### config.mk
export PLATFORM = sky130hd
export DESIGN_NAME = mem_port_arbiter
export DESIGN_NICKNAME = d
export VERILOG_FILES = /design/src/rtl/mem_arb_pkg.sv /design/src/rtl/arb_rr2.sv /design/src/rtl/mem_port_arbiter.sv
export SDC_FILE = /design/constraint.sdc
export NUM_CORES = 1
export LEC_CHECK = 0
export ABC_CLOCK_PERIOD_IN_PS = 8800
export CAP_MARGIN = 20
export CORE_ASPECT_RATIO = 0.7
export CORE_MARGIN = 2
export CORE_UTILIZATION = 45
export DETAILED_ROUTE_END_ITERATION = 7
export PLACE_DENSITY = 0.93
export SETUP_SLACK_MARGIN = 0.02
export SLEW_MARGIN = 20
export SYNTH_ARGS = -nofsm -noshare
export SYNTH_HDL_FRONTEND = slang
export SYNTH_HIERARCHICAL = 1
export SYNTH_SLANG_ARGS = --single-unit
### constraint.sdc
create_clock -name clk -period 8.8 [get_ports clk]
set_input_delay 1.76 -clock clk [delete_from_list [all_inputs] [get_ports clk]]
set_output_delay 1.76 -clock clk [all_outputs]
set_load 0.02 [all_outputs]
### src/rtl/mem_arb_pkg.sv
`default_nettype none
// ============================================================================
//  Module      : mem_arb_pkg
//  Description : Shared definitions for the unified-memory port arbiter:
//                FSM state encoding, requester identifiers and limits.
//  Revision    : 1.0 - initial release
// ============================================================================
package mem_arb_pkg;

    // Arbiter FSM states (2-bit encoding)
    typedef enum logic [1:0] {
        S_IDLE  = 2'd0,
        S_ISSUE = 2'd1,
        S_WAIT  = 2'd2,
        S_RESP  = 2'd3
    } state_t;

    // Requester identifiers; also the bit index into the request vector
    localparam logic REQ_FETCH = 1'b0;
    localparam logic REQ_DATA  = 1'b1;

    // Largest read latency the 4-bit wait counter can express
    localparam int RD_LAT_MAX = 15;
    localparam int CNT_W      = 4;

endpackage : mem_arb_pkg
`default_nettype wire

### src/rtl/arb_rr2.sv
`default_nettype none
// ============================================================================
//  Module      : arb_rr2
//  Description : Two-input round-robin picker. Purely combinational; the
//                caller owns the last_winner register.
//  Ports       : req[1:0]     - request vector, indexed by REQ_FETCH/REQ_DATA
//                last_winner  - requester that won the previous arbitration
//                winner       - requester chosen now (valid when |req)
//  Revision    : 1.0 - initial release
// ============================================================================
module arb_rr2
    import mem_arb_pkg::*;
(
    input  logic [1:0] req,
    input  logic       last_winner,
    output logic       winner
);

    always_comb begin
        winner = last_winner;
        if (req[REQ_FETCH] && req[REQ_DATA]) begin
            // Conflict: hand the port to whoever did not win last time
            winner = ~last_winner;
        end else if (req[REQ_DATA]) begin
            winner = REQ_DATA;
        end else if (req[REQ_FETCH]) begin
            winner = REQ_FETCH;
        end
    end

endmodule : arb_rr2
`default_nettype wire

### src/rtl/mem_port_arbiter.sv
`default_nettype none
// ============================================================================
//  Module      : mem_port_arbiter
//  Description : Shares the single-port unified memory between the
//                instruction-fetch requester and the load/store requester.
//                Serialises accesses, drives the memory address/write lines,
//                counts the fixed read latency and returns read data to the
//                owning requester. All outputs are registered.
//  Ports       : clk, rst                    - clock, async active-high reset
//                if_req/if_addr              - fetch request (held until gnt)
//                if_gnt/if_rvalid/if_rdata   - fetch grant, data-valid, data
//                d_req/d_we/d_addr/d_wdata   - load/store request
//                d_gnt/d_rvalid/d_rdata      - data grant, load-valid, data
//                mem_addr/mem_wdata/mem_we   - memory command
//                mem_rdata                   - memory read data
//                busy                        - FSM not in IDLE
//  Revision    : 1.0 - initial release
// ============================================================================
module mem_port_arbiter
    import mem_arb_pkg::*;
#(
    parameter int ADDR_W = 32,
    parameter int DATA_W = 32,
    parameter int RD_LAT = 3
) (
    input  logic              clk,
    input  logic              rst,
    input  logic              if_req,
    input  logic [ADDR_W-1:0] if_addr,
    output logic              if_gnt,
    output logic              if_rvalid,
    output logic [DATA_W-1:0] if_rdata,
    input  logic              d_req,
    input  logic              d_we,
    input  logic [ADDR_W-1:0] d_addr,
    input  logic [DATA_W-1:0] d_wdata,
    output logic              d_gnt,
    output logic              d_rvalid,
    output logic [DATA_W-1:0] d_rdata,
    output logic [ADDR_W-1:0] mem_addr,
    output logic [DATA_W-1:0] mem_wdata,
    output logic              mem_we,
    input  logic [DATA_W-1:0] mem_rdata,
    output logic              busy
);

    // Out-of-range latencies are clamped into what the counter can hold
    localparam int               c_lat      = (RD_LAT < 1) ? 1 :
                                              ((RD_LAT > RD_LAT_MAX) ? RD_LAT_MAX : RD_LAT);
    localparam logic [CNT_W-1:0] c_cnt_init = CNT_W'(c_lat - 1);

    state_t           r_state;
    // last_winner doubles as the owner of the access in flight: it is
    // updated on entry to ISSUE and not touched again until the next ISSUE.
    logic             r_last_winner;
    logic             r_is_store;
    logic [CNT_W-1:0] r_cnt;

    logic [1:0]       w_arb_req;
    logic             w_winner;
    logic             w_can_issue;
    logic             w_start;

    // While a store sits in ISSUE its own req is still high (it drops the
    // cycle after gnt), so only the other requester may chain in directly.
    always_comb begin
        w_arb_req = {d_req, if_req};
        if (r_state == S_ISSUE) begin
            w_arb_req[r_last_winner] = 1'b0;
        end
    end

    arb_rr2 u_arb (
        .req         (w_arb_req),
        .last_winner (r_last_winner),
        .winner      (w_winner)
    );

    assign w_can_issue = (r_state == S_IDLE) || (r_state == S_RESP) ||
                         ((r_state == S_ISSUE) && r_is_store);
    assign w_start     = w_can_issue && (|w_arb_req);

    always_ff @(posedge clk or posedge rst) begin
        if (rst) begin
            r_state       <= S_IDLE;
            r_last_winner <= REQ_FETCH;
            r_is_store    <= 1'b0;
            r_cnt         <= '0;
            if_gnt        <= 1'b0;
            if_rvalid     <= 1'b0;
            if_rdata      <= '0;
            d_gnt         <= 1'b0;
            d_rvalid      <= 1'b0;
            d_rdata       <= '0;
            mem_addr      <= '0;
            mem_wdata     <= '0;
            mem_we        <= 1'b0;
            busy          <= 1'b0;
        end else begin
            // Single-cycle pulses
            if_gnt    <= 1'b0;
            d_gnt     <= 1'b0;
            if_rvalid <= 1'b0;
            d_rvalid  <= 1'b0;
            mem_we    <= 1'b0;

            case (r_state)
                S_ISSUE: begin
                    if (r_is_store) begin
                        r_state <= S_IDLE;
                        busy    <= 1'b0;
                    end else begin
                        r_state <= S_WAIT;
                        r_cnt   <= c_cnt_init;
                    end
                end
                S_WAIT: begin
                    if (r_cnt == '0) begin
                        r_state <= S_RESP;
                        if (r_last_winner == REQ_DATA) begin
                            d_rdata  <= mem_rdata;
                            d_rvalid <= 1'b1;
                        end else begin
                            if_rdata  <= mem_rdata;
                            if_rvalid <= 1'b1;
                        end
                    end else begin
                        r_cnt <= r_cnt - CNT_W'(1);
                    end
                end
                S_RESP: begin
                    r_state <= S_IDLE;
                    busy    <= 1'b0;
                end
                default: begin
                    r_state <= S_IDLE;
                    busy    <= 1'b0;
                end
            endcase

            // A new access overrides the fall-back to IDLE chosen above
            if (w_start) begin
                r_state       <= S_ISSUE;
                busy          <= 1'b1;
                r_last_winner <= w_winner;
                if (w_winner == REQ_DATA) begin
                    d_gnt      <= 1'b1;
                    mem_addr   <= d_addr;
                    mem_wdata  <= d_wdata;
                    mem_we     <= d_we;
                    r_is_store <= d_we;
                end else begin
                    if_gnt     <= 1'b1;
                    mem_addr   <= if_addr;
                    r_is_store <= 1'b0;
                end
            end
        end
    end

endmodule : mem_port_arbiter
`default_nettype wire
After elaboration in Yosys (flattened, before gate mapping). Index checks and enable logic that the tools add are counted.

Bits in registers: 142. Latch bits: 0. Memory bits (writable): 0. Memory bits (read-only): 0. Output and inout bits: 134. Logic and storage cells: 72. Memories kept: 0.

$add $sub $neg: 1. $mul: 0. Divide/modulo/power cells: 0. Magnitude comparators: 2. Equal/unequal tests: 8. Shift operators: 0. Multiplexer cells: 29. Bitwise logic cells: 3. Reductions and logical operators: 15.

Operators with widths (count): two-way mux 32 bit (1); two-way mux 1 bit (18); AND reduction 3 bit (3); two-way mux 2 bit (4); two-way mux 4 bit (2); case mux 4 bit (2 select lines) (1); inequality test 2 bit (second input constant) (3); inequality test 3 bit (second input constant) (2); == test 2 bit (second input constant) (2); logical AND 1 bit (4); zero test 4 bit (1); case mux 2 bit (2 select lines) (1); AND reduction 2 bit (2); subtractor 4 x 1 -> 4 bit (second input constant) (1); AND 2 bit (1); == test 2 x 1 -> 1 bit (second input constant) (1); zero test 2 bit (1); logical OR 1 bit (2); less-than comparator 1 x 2 -> 1 bit (second input constant) (1); inverter 2 bit (1); case mux 1 bit (2 select lines) (1); nonzero test 2 bit (1); OR reduction 2 bit (1); demux 1 bit (select 1 bit) (1); other kinds (2) (2).

Logic depth before layout (Yosys ltp).
Word-level depth: 12. Depth in mapped cells: 11. Depth with buffers taken out: 9.

Modules after synthesis. The synthesis kept the hierarchy.

Modules (own cells, without submodules): mem_port_arbiter (instances 1, cells each 410, area each 5850.6 um^2); arb_rr2 (instances 1, cells each 2, area each 13.8 um^2).

Least setup slack after synthesis. Ideal clock, no wire load.

Kind: input to register. From: input d_req. To: register mem_wdata[19]. Setup time: 0.127 ns. Data arrival time: 3.111 ns. Slack: 5.562 ns. Stages on the path: 9. Buffers on the path: 2. Cell sequence: a21boi_2 inv_1 mux2i_1 buf_2 inv_1 or2_4 inv_6 buf_12 mux2_1.

Cells in the longest elaborated chain, start to end: 5.

RTL lines: from (decl) (line mem_port_arbiter.sv:33) `input logic d_req,`; AND 2 bit (no line); two-way mux 2 bit (*) (line mem_port_arbiter.sv:68) `if (r_state == S_ISSUE) begin`; two-way mux 1 bit / logical AND 1 bit (equally long branches) (line arb_rr2.sv:24, arb_rr2.sv:21); two-way mux 1 bit (*) (line arb_rr2.sv:21) `if (req[REQ_FETCH] && req[REQ_DATA]) begin`; net w_winner (line mem_port_arbiter.sv:60) `logic w_winner;`; AND reduction 2 bit (no line) (*); to (signal assigned) (line mem_port_arbiter.sv:149) `mem_wdata <= d_wdata;`; to (decl) (line mem_port_arbiter.sv:41) `output logic [DATA_W-1:0] mem_wdata,`.

Mark *: on every way through the listed nets, which the timed path passes. The rest lies on a longest branch. A chain may end at the register's enable or synchronous reset.

Worst setup path after layout.
From: input d_req. To: register mem_wdata[29].

Cells in the longest elaborated chain, start to end: 5.

RTL lines: AND 2 bit (no line); two-way mux 2 bit (*) (line mem_port_arbiter.sv:68); net w_arb_req[1] (line mem_port_arbiter.sv:59) `logic [1:0] w_arb_req;`; two-way mux 1 bit / logical AND 1 bit (equally long branches) (line arb_rr2.sv:24, arb_rr2.sv:21); two-way mux 1 bit (*) (line arb_rr2.sv:21); net w_winner (line mem_port_arbiter.sv:60); AND reduction 2 bit (no line) (*).

Marked as above.

==> summary.md <==
| Metric | Value |
|---|---|
| Status | `finished, final reports clean` |
| DPL Wire Length | `~12 mm` |
| Place WS | `4850 ps` |
| Max-slew violation count | `0` |
| Critical Path AT | `between 3000 and 4000 ps` |
| Clk slew on worst S/H paths | `approximately 60 ps` |
| Final core utilization | `73.6%` |
| CTS buffer count | `17` |
| Hold Crit Start | `mem_addr[26]$_DFFE_PP0P_` |
| Pleak | `between 3 and 4 nW` |
| Critical Path End Type | `flip-flop` |
| Mean Syn Cell Area | `14.2 um^2` |
| Post-Syn Instances | `slightly above 400` |
| Core Rows | `34` |
| Initial Utilization | `between 40% and 50%` |
| Hold Path Stages | `2` |
| TritonCTS clock tree | `built` |
| Clk sinks | `around 140` |
| Reg2reg setup slack | `approximately 6400 ps` |
| Fin nets | `between 800 and 900` |
| Residual DRC | `0` |
| Worst min path class | `reg -> reg` |
| GPL Wtd Cong | `between 0.8 and 0.9` |
| Yosys reg bits | `approximately 140` |
| IO Pins | `roughly 270` |
| Fin. Hold Viols | `0` |
| Initial antenna violation count | `0` |
| CP startpoint | `d_req` |
| Port buffer count | `around 270` |
| Slew margin rel. | `50.5%` |
| Vias in the first global route | `4674` |
| Hold-fix buffers at CTS | `0` |
| Antenna-violating nets left | `0` |
| Max IR drop VDD | `approximately 0.2 mV` |
| Via Count | `between 4000 and 5000` |
| Setup Crit Path Kind | `in -> reg` |
| Final non-filler cell total | `between 800 and 900` |
| R2R depth | `9` |
| Tmin final | `~3600 ps` |
| Worst Skew | `13.6 ps` |
| Final setup fails | `0` |
| # Max-Cap Violations | `0` |
| PwrDens | `between 300 and 400 nW/um^2` |
| Reg-to-reg startpoint | `r_state[1]$_DFFE_PP0P_` |
| Worst-Margin Slew | `742 ps` |
| Syn_nets | `between 500 and 600` |
| Initial drt markers | `130` |
| Clock buffer depth | `2` |
| Synth warn | `6` |
| GRT overflow | `0` |
| Die height | `99.5 um` |
| H-tree levels | `4` |
| Placed insts | `between 800 and 900` |
| Worst EP required | `between 9000 and 10000 ps` |
| Final WS setup | `approximately 5200 ps` |
| N_diodes | `0` |
| Max Freq | `about 280 MHz` |
| Die Area | `~14000 um^2` |
| Setup repair bufs after CTS | `0` |
| CTS root buffer | `clkbuf_16` |
| Period utilization | `40.4%` |
| Crit-path max FO | `33` |
| Register area share after synthesis | `between 60% and 70%` |
| Setup_tns | `0 ps` |
| Clock latency on the worst-skew pair | `around 410 ps` |
| Core Region | `12500 um^2` |
| First-pass GRT wire length | `25.2 mm` |
| Die X | `approximately 140 um` |
| PostCTS Resize Cnt | `0` |
| Worst Hold End | `mem_addr[26]$_DFFE_PP0P_` |
| RSZ-0062 raised after global routing | `no` |
| Pre-Repair DR Iteration Count | `4` |
| Routed vias/inst | `5.01` |
| Avg WL per Cell | `around 19 um` |
| Synthesis-to-layout area growth | `57.5%` |
| Share of layout cells above drive strength 1 | `15.9%` |
| Mapped cell area | `between 5000 and 6000 um^2` |
| Worst r2r dst | `mem_wdata[29]$_DFFE_PP0P_` |
| CP startpoint kind | `primary input` |
| Distinct cells, synth | `36` |
| Largest net degree at the start of global routing | `just over 80` |
| Gr usage total | `between 20% and 30%` |
| Total Wirelength | `about 16 mm` |
[layer usage]
metal | track usage [%] | share of wire (%) | wire, um
met4 | 7.69 | 1.8 | 295
met3 | 5.78 | 6.6 | 1050
met5 | 0 | 0 | 0
met2 | 41.9 | 51 | 8220
met1 | 28.0 | 40 | 6490
[power breakdown]
part / leakage [nW] / internal (mW) / switching [mW]
Combinational: 2.01 / 0.871 / 0.852
Clock: 0.291 / 0.432 / 0.291
Sequential: 1.69 / 0.948 / 0.173
[synthesized netlist by cell type]
master	count	area share (%)
dfrtp_1	142	61
mux2_2	39	7.5
nand2_1	37	2.4
o21ai_0	35	3.0
mux2i_1	33	5.6
mux2_1	31	6.0
mux2_4	26	6.7
inv_1	10	0.64
buf_2	7	0.60
clkbuf_1	7	0.45
nor2_1	7	0.45
ha_1	5	1.1
nand2b_1	4	0.43
buf_12	3	1.0
buf_6	3	0.58
nand4_1	2	0.21
xor2_1	2	0.30
a21boi_2	1	0.19
a21o_1	1	0.13
a31oi_1	1	0.11
and2_1	1	0.11
and3_1	1	0.11
and3b_1	1	0.15
buf_1	1	0.064
inv_6	1	0.15
nand3_1	1	0.085
nand4bb_2	1	0.28
nor2_2	1	0.11
nor3_1	1	0.085
o211ai_1	1	0.13
o21a_1	1	0.13
o221ai_2	1	0.26
o2bb2ai_1	1	0.15
or2_1	1	0.11
or2_2	1	0.11
or2_4	1	0.15
[worst max path at each step]
stage / to / cells after the start
after floorplan: busy$_DFFE_PP0P_ / 1
after global placement: mem_wdata[31]$_DFFE_PP0P_ / 8
after detailed placement: mem_wdata[30]$_DFFE_PP0P_ / 8
after CTS: mem_wdata[30]$_DFFE_PP0P_ / 8
after global routing: mem_wdata[29]$_DFFE_PP0P_ / 8
final: mem_wdata[29]$_DFFE_PP0P_ / 8
[sequential cells by signal (all words and copies together), names as in the netlist]
name and count:
if_gnt 1, r_last_winner 1, busy 1, if_rvalid 1, mem_addr 32, d_rvalid 1, r_state 2, d_rdata 32
mem_we 1, d_gnt 1, if_rdata 32, r_is_store 1, r_cnt 4, mem_wdata 32
[worst max-delay path, stage by stage]
cell,delay (ps)
clkdlybuf4s50_1,530
a21boi_2,260
inv_1,100
mux2i_4,140
inv_1,50
or2_4,280
inv_6,310
mux2_2,380
[layout make-up]
cell class | instances | area [um^2]
Sequential cell | 142 | 3550
Fill cell | 779 | 3310
Timing Repair Buffer | 271 | 2700
Multi-Input combinational cell | 238 | 2130
Clock buffer | 19 | 443
Tap cell | 162 | 203
Clock inverter | 13 | 154
Inverter | 11 | 51.3
[placed cells by master (no fill, tap or decap), drive strengths merged]
master           n
nand3            1
and3b            1
nand4bb          1
mux2            96
inv             16
clkdlybuf4s50  266
nand4            2
clkbuf          19
clkinvlp         1
o2bb2ai          1
o21a             1
clkinv           5
a21boi           1
mux2i           33
a21o             1
and3             1
o21ai           35
or2              3
and2             1
o211ai           1
ha               5
a31oi            1
bufinv           2
buf              5
nor3             1
o221ai           1
nor2             8
dfrtp          142
nand2b           4
nand2           37
xor2             2
[cells by family after synthesis]
| kind of cell | synth area share (%) |
|---|---|
| buf+inv | 3.50 |
| fa+ha+maj | 1.07 |
| mux | 25.7 |
| xor+xnor | 0.299 |
| simple gates | 4.74 |
| flops | 60.6 |
| compound gates | 4.08 |
[per-stage QoR]
step	power, mW	hold slack (ps)	instance area [um^2]
2_1_floorplan	2.09	485	5860
3_3_place_gp	2.78	461	8640
3_5_place_dp	2.86	469	8640
4_1_cts	3.60	484	9230
5_1_grt	3.75	512	9240
6_report	3.57	479	9240
(Power assumes the default switching activity.)
